==> config.mk <==
export PLATFORM = sky130hd
export DESIGN_NAME = mat3_stream_engine
export DESIGN_NICKNAME = d
export VERILOG_FILES = /design/src/rtl/mat3_stream_engine.sv
export SDC_FILE = /design/constraint.sdc
export NUM_CORES = 1
export LEC_CHECK = 0
export BUFFER_PORTS_ARGS = -buffer_cell sky130_fd_sc_hd__buf_2
export CELL_PAD_IN_SITES_DETAIL_PLACEMENT = 0
export CELL_PAD_IN_SITES_GLOBAL_PLACEMENT = 1
export CORE_ASPECT_RATIO = 0.7
export CORE_MARGIN = 2
export CORE_UTILIZATION = 50
export CTS_CLUSTER_DIAMETER = 150
export DETAILED_ROUTE_END_ITERATION = 10
export PLACE_DENSITY_LB_ADDON = 0.1
export SYNTH_ARGS = -nofsm -noshare
export SYNTH_HDL_FRONTEND = slang
export SYNTH_SLANG_ARGS = --single-unit
==> constraint.sdc <==
create_clock -name clk -period 9.6 [get_ports clk]
set_input_delay 0.48 -clock clk [delete_from_list [all_inputs] [get_ports clk]]
set_output_delay 0.48 -clock clk [all_outputs]
set_load 0.01 [all_outputs]
==> src/rtl/mat3_stream_engine.sv <==
// Streaming NxN matrix engine: loads A then B, computes A*B, A+B or A-B with one
// shared multiply-accumulate, and streams the result out row-major.
module mat3_stream_engine #(
   parameter int W = 17,
   parameter int N = 3
) (
   input  logic         clk,
   input  logic         rst,
   input  logic [1:0]   op_i,
   input  logic         in_valid,
   output logic         in_ready,
   input  logic [W-1:0] in_data,
   output logic         out_valid,
   input  logic         out_ready,
   output logic [W-1:0] out_data,
   output logic         out_last,
   output logic         busy
);

   localparam int NN = N * N;
   localparam int BW = ($clog2(2 * NN) > 0) ? $clog2(2 * NN) : 1;
   localparam int IW = ($clog2(NN) > 0) ? $clog2(NN) : 1;
   localparam int CW = ($clog2(N) > 0) ? $clog2(N) : 1;

   typedef enum logic [1:0] {
      S_LOAD = 2'd0,
      S_CALC = 2'd1,
      S_OUT  = 2'd2
   } state_t;

   state_t         r_state;
   state_t         w_state_nxt;

   logic [BW-1:0]  r_beat;
   logic [CW-1:0]  r_i;
   logic [CW-1:0]  r_j;
   logic [CW-1:0]  r_k;
   logic [IW-1:0]  r_e;
   logic [IW-1:0]  r_idx;
   logic [W-1:0]   r_acc;
   logic [1:0]     r_op;

   logic           r_in_ready;
   logic           r_out_valid;
   logic [W-1:0]   r_out_data;
   logic           r_out_last;
   logic           r_busy;

   logic [W-1:0]   r_mat_a [NN];
   logic [W-1:0]   r_mat_b [NN];
   logic [W-1:0]   r_mat_r [NN];

   logic           w_in_fire;
   logic           w_out_fire;
   logic           w_load_last;
   logic           w_is_add;
   logic           w_is_sub;
   logic           w_is_mul;
   logic           w_i_last;
   logic           w_j_last;
   logic           w_k_last;
   logic           w_e_last;
   logic           w_calc_done;
   logic [IW-1:0]  w_a_idx;
   logic [IW-1:0]  w_b_idx;
   logic [IW-1:0]  w_r_idx;
   logic [IW-1:0]  w_idx_inc;
   logic [W-1:0]   w_prod;
   logic [W-1:0]   w_sum;
   logic [W-1:0]   w_addsub;

   assign in_ready  = r_in_ready;
   assign out_valid = r_out_valid;
   assign out_data  = r_out_data;
   assign out_last  = r_out_last;
   assign busy      = r_busy;

   assign w_in_fire   = in_valid && r_in_ready;
   assign w_out_fire  = r_out_valid && out_ready;
   assign w_load_last = (r_beat == BW'(2 * NN - 1));
   assign w_is_add    = (r_op == 2'b01);
   assign w_is_sub    = (r_op == 2'b10);
   assign w_is_mul    = !(w_is_add || w_is_sub);
   assign w_i_last    = (r_i == CW'(N - 1));
   assign w_j_last    = (r_j == CW'(N - 1));
   assign w_k_last    = (r_k == CW'(N - 1));
   assign w_e_last    = (r_e == IW'(NN - 1));
   assign w_calc_done = w_is_mul ? (w_i_last && w_j_last && w_k_last) : w_e_last;

   assign w_a_idx   = IW'(r_i * N + r_k);
   assign w_b_idx   = IW'(r_k * N + r_j);
   assign w_r_idx   = IW'(r_i * N + r_j);
   assign w_idx_inc = r_idx + IW'(1);

   // Truncated products and sums are identical for signed and unsigned operands
   assign w_prod   = r_mat_a[w_a_idx] * r_mat_b[w_b_idx];
   assign w_sum    = ((r_k == {CW{1'b0}}) ? {W{1'b0}} : r_acc) + w_prod;
   assign w_addsub = w_is_sub ? (r_mat_a[r_e] - r_mat_b[r_e]) : (r_mat_a[r_e] + r_mat_b[r_e]);

   // State register
   always_ff @(posedge clk or posedge rst) begin
      if (rst) begin
         r_state <= S_LOAD;
      end else begin
         r_state <= w_state_nxt;
      end
   end

   // Next-state decode
   always_comb begin
      w_state_nxt = r_state;
      case (r_state)
         S_LOAD: begin
            if (w_in_fire && w_load_last) begin
               w_state_nxt = S_CALC;
            end else begin
               w_state_nxt = S_LOAD;
            end
         end
         S_CALC: begin
            if (w_calc_done) begin
               w_state_nxt = S_OUT;
            end else begin
               w_state_nxt = S_CALC;
            end
         end
         S_OUT: begin
            if (w_out_fire && r_out_last) begin
               w_state_nxt = S_LOAD;
            end else begin
               w_state_nxt = S_OUT;
            end
         end
         default: w_state_nxt = S_LOAD;
      endcase
   end

   // Counters, accumulator, op latch and registered stream outputs
   always_ff @(posedge clk or posedge rst) begin
      if (rst) begin
         r_beat      <= {BW{1'b0}};
         r_i         <= {CW{1'b0}};
         r_j         <= {CW{1'b0}};
         r_k         <= {CW{1'b0}};
         r_e         <= {IW{1'b0}};
         r_idx       <= {IW{1'b0}};
         r_acc       <= {W{1'b0}};
         r_op        <= 2'b00;
         r_in_ready  <= 1'b1;
         r_out_valid <= 1'b0;
         r_out_data  <= {W{1'b0}};
         r_out_last  <= 1'b0;
         r_busy      <= 1'b0;
      end else begin
         r_in_ready <= (w_state_nxt == S_LOAD);
         r_busy     <= (w_state_nxt == S_CALC) || (w_state_nxt == S_OUT);
         case (r_state)
            S_LOAD: begin
               if (w_in_fire) begin
                  if (r_beat == {BW{1'b0}}) begin
                     r_op <= op_i;
                  end
                  r_beat <= w_load_last ? {BW{1'b0}} : (r_beat + BW'(1));
               end
            end
            S_CALC: begin
               if (w_is_mul) begin
                  r_acc <= w_sum;
                  if (w_k_last) begin
                     r_k <= {CW{1'b0}};
                     if (w_j_last) begin
                        r_j <= {CW{1'b0}};
                        r_i <= w_i_last ? {CW{1'b0}} : (r_i + CW'(1));
                     end else begin
                        r_j <= r_j + CW'(1);
                     end
                  end else begin
                     r_k <= r_k + CW'(1);
                  end
               end else begin
                  r_e <= w_e_last ? {IW{1'b0}} : (r_e + IW'(1));
               end
            end
            S_OUT: begin
               // First OUT cycle only presents R[0]; later cycles advance on handshakes
               if (!r_out_valid) begin
                  r_out_valid <= 1'b1;
                  r_out_data  <= r_mat_r[r_idx];
                  r_out_last  <= (r_idx == IW'(NN - 1));
               end else if (w_out_fire) begin
                  if (r_out_last) begin
                     r_out_valid <= 1'b0;
                     r_out_last  <= 1'b0;
                     r_idx       <= {IW{1'b0}};
                  end else begin
                     r_idx      <= w_idx_inc;
                     r_out_data <= r_mat_r[w_idx_inc];
                     r_out_last <= (w_idx_inc == IW'(NN - 1));
                  end
               end
            end
            default: begin
               r_out_valid <= 1'b0;
            end
         endcase
      end
   end

   // Matrix and result storage, intentionally not reset
   always_ff @(posedge clk) begin
      if ((r_state == S_LOAD) && w_in_fire) begin
         if (r_beat < BW'(NN)) begin
            r_mat_a[IW'(r_beat)] <= in_data;
         end else begin
            r_mat_b[IW'(r_beat - BW'(NN))] <= in_data;
         end
      end
      if (r_state == S_CALC) begin
         if (w_is_mul) begin
            if (w_k_last) begin
               r_mat_r[w_r_idx] <= w_sum;
            end
         end else begin
            r_mat_r[r_e] <= w_addsub;
         end
      end
   end

endmodule

==> results.md <==
* Setup repair after global routing missed its margin: no
* Pin count of the biggest net entering global routing at 73
* Mean cell area of the mapped netlist at 13.9 um^2
* Post-route clock skew at 37.6 ps
* Main combinational cell family by area after synthesis: multiplexers
* Fraction of synthesized cell area taken by the top area cell type at 45.6%
* Detailed-route vias per instance at 6.04
* Post-synthesis instance area at 30200 um^2
* Number of rows in the core area at 75
* Relative max-transition margin at 12.0%
* Basic-gate share of the synthesized area counting and, or, nand and nor cells at 6.99%
* Final routed DRC violation total at 0
* Die area at 62500 um^2
* Wire length of the first global-routing pass at 123 mm
* Remaining Overflow, GRT at 0
* Number of pins with negative max-slew slack in the final report at 0
* TritonCTS sink count at 520
* Top fanout value on the critical path at 14
* Initial standard-cell utilization of the core at 50.5%
* Max Buffers Root-to-Sink at 3
* Status: completed
* XOR/XNOR Fraction of Synth Area at 2.21%
* Die Y-Extent at 210 um
* Post-DRT Antenna Nets at 0
* Via count at 18700
* Share of the yosys chip area belonging to registers at 50.6%
* Clock-pin slew reported for the worst setup and hold paths after clock tree synthesis at 70 ps
* Initial antenna violation count at 4
* Total detailed-routing wirelength at 82.0 mm
* Post-synthesis async set-or-reset flop share at 11.7%
* Layout overhead on the synthesized area at 10.5%
* Final worst-path cycle share at 90.7%
* Number of nets at the end of the flow at 2472
* Post-route minimum period at 8700 ps
* Complex-gate fraction of the synthesized area at 4.74%
* Core Util, Final at 55.8%
* Routed wirelength normalized by instance count at 26.5 um
* Std-Cell Core Area at 59900 um^2
* Worst-Margin Slew at 1310 ps
* Crit path max-delay cell type: sky130_fd_sc_hd__fa_1
* Clock tree root buffer cell: sky130_fd_sc_hd__clkbuf_16
* Final Wtd Congestion at 0.836
* Vias in the first global route at 18500
* Post-synth top flop: sky130_fd_sc_hd__edfxtp_1
* Buffers and inverters on the worst path at 10
* First-pass detailed-route iteration total at 5
* Count of fill cells added during filler insertion at 4838
* Type of the worst setup path: flop to flop
* Synthesized-area fraction occupied by adder cells at 11.5%
* Gate Count Post-Synth at 2176
* Dominant cells by area after synthesis: sky130_fd_sc_hd__edfxtp_1 46%, sky130_fd_sc_hd__mux4_2 15%, sky130_fd_sc_hd__fa_1 7.5%
* Slowest cell delay on critical path at 940 ps
* Number of clock buffers inserted by TritonCTS at 52
* Sort of element at the start of the critical path: flop
* WP data required at 9970 ps
* Post-CTS Hold Buffers at 0
* Setup Viol. Count Final at 0
* Antenna Cells at 0
* Total of buffers placed on input and output ports at 43
* Cell type group with the largest total delay on the critical path: adder cells
* Top achievable clock speed at 115 MHz
* Synth cell types at 60
* Global router's overall resource usage at 26.9%
* Post-Route Setup TNS at 0 ps
* Ratio of cells with drive above 1 in the final layout at 22.4%
* Cell with the most instances on the worst path: sky130_fd_sc_hd__inv_1
* Die X-Extent at 298 um
* Synthesized netlist net count at 2409
* Number of violations reported at the end of detailed-routing iteration 0 at 1886
* Post-synth EDFFs at 459
* HPWL after detailed placement at 57.9 mm
* Number of warnings reported in the yosys synthesis log at 0
* Multiplexer fraction of the synthesized cell area at 19.7%
* Sort of element at the end of the critical path: flop
* Number of levels the H-tree was split into at 2
* Type of the tightest min-delay check: input pin to async pin
* Critical Path AT at 9070 ps
* Yosys top cell by area: sky130_fd_sc_hd__edfxtp_1
* CTS tree: done
* Number of max-capacitance violations reported at 0
* Insertion delay of the later-clocked pin in the worst-skew pair at 640 ps
* Count of endpoints failing hold in the final timing report at 0
* Flip-flop and latch count after synthesis at 520
* Top-Level Pins at 44
## cell usage after synthesis, types with 10 or more instances
cell                       instances
sky130_fd_sc_hd__a21oi_1         106
sky130_fd_sc_hd__and2_1           13
sky130_fd_sc_hd__and3_1           11
sky130_fd_sc_hd__buf_1            17
sky130_fd_sc_hd__buf_2            19
sky130_fd_sc_hd__buf_6            10
sky130_fd_sc_hd__clkbuf_1         65
sky130_fd_sc_hd__dfrtp_1          60
sky130_fd_sc_hd__edfxtp_1        459
sky130_fd_sc_hd__fa_1            114
sky130_fd_sc_hd__ha_1             96
sky130_fd_sc_hd__inv_1           199
sky130_fd_sc_hd__mux2_2           27
sky130_fd_sc_hd__mux2i_1          93
sky130_fd_sc_hd__mux4_2          204
sky130_fd_sc_hd__nand2_1         106
sky130_fd_sc_hd__nand2b_1         17
sky130_fd_sc_hd__nand3_1          12
sky130_fd_sc_hd__nor2_1          223
sky130_fd_sc_hd__nor2b_1          25
sky130_fd_sc_hd__nor3_1           12
sky130_fd_sc_hd__o21ai_0          79
sky130_fd_sc_hd__o21ai_1          16
sky130_fd_sc_hd__or2_2            36
sky130_fd_sc_hd__xnor2_1          43
sky130_fd_sc_hd__xor2_1           27
## sequential cells by signal (all words and copies together) (netlist names)
name	count
r_mat_a	153
out_data	17
in_ready	1
out_valid	1
r_idx	4
out_last	1
r_k	2
r_mat_r	153
r_e	4
r_acc	17
r_mat_b	153
r_beat	5
r_i	2
r_state	2
r_j	2
busy	1
r_op	2
## worst paths after layout
path,start,to,slack (ps),cells after the start
hold / removal,rst,out_data[4],120,3
hold reg to reg,r_e[2],r_e[2],480,1
setup reg to reg,r_k[1],r_mat_r[3][16],900,29
setup / recovery,r_k[1],r_mat_r[3][16],900,29
max in group asynchronous,rst,r_e[0],8730,3
min in group clk,op_i[0],r_op[0],140,3
## worst min-delay path: stages
cell and delay, ps:
sky130_fd_sc_hd__buf_2 100, sky130_fd_sc_hd__inv_2 40, sky130_fd_sc_hd__buf_4 660
## through the flow
stage / std cells / area [um^2] / hold WS (ps) / worst slack [ps]
CTS: 3082 / 33300 / 119 / 500
floorplan: 2176 / 30200 / 442 / 1590
finish: 3090 / 33400 / 120 / 897
detailed placement: 2985 / 31600 / 467 / 545
global route: 3090 / 33400 / 146 / 227
global placement: 2985 / 31600 / 460 / 638
## kinds of logic (layout without fill, tap and decap cells)
logic type      after synthesis  in the layout
mux                         331            331
flops                       520            520
xor+xnor                     73             73
buf+inv                     313            419
simple gates                473            473
compound gates              256            256
fa+ha+maj                   210            210
## layout by cell type (no fill, tap or decap), drive strengths merged, types with 3 or more instances in the layout
master      n
o211ai      3
o21a        4
o21ai      96
ha         96
buf       123
or2        36
nor2b      25
mux2i      99
clkbuf     58
edfxtp    459
and2       13
o22a        6
bufinv      6
inv       204
nand2     106
nor2      223
clkinvlp    5
a21oi     106
or3         7
and3       11
fa        114
xor2       28
xnor2      44
o31ai       5
nand3b      4
a21o        5
a22o        3
nor4        3
mux4      204
dfrtp      60
nand3      12
clkinv     23
mux2       28
a211oi      6
nor3       12
a31oi       6
nand2b     17
a21boi      4
## metal layers
| metal | vias up | global-route usage, % | part of all wire, % |
|---|---|---|---|
| li1 | 8084 | - | - |
| met4 | 2 | 5.23 | 1.5 |
| met1 | 9703 | 43.5 | 47 |
| met5 | - | 0 | 0.0085 |
| met2 | 798 | 38.0 | 42 |
| met3 | 75 | 5.19 | 9.1 |
## what timing repair did
item                                    in CTS  in global routing
endpoints found under the setup margin       0                 18
buffers inserted                             0                  7
resized for setup                            0                  2
## area by class of cell
type	instances	area, um^2	area share (%)
Sequential cell	520	15300	45.9
Multi-Input combinational cell	1343	13700	41.1
Clock buffer	58	1340	4.02
Tap cell	808	1010	3.03
Timing Repair Buffer	123	841	2.52
Inverter	199	747	2.24
Clock inverter	39	415	1.24
Power is left out: the tool's default activity adds up to more than one toggle a clock period on the data nets, which glitch-free logic cannot reach.
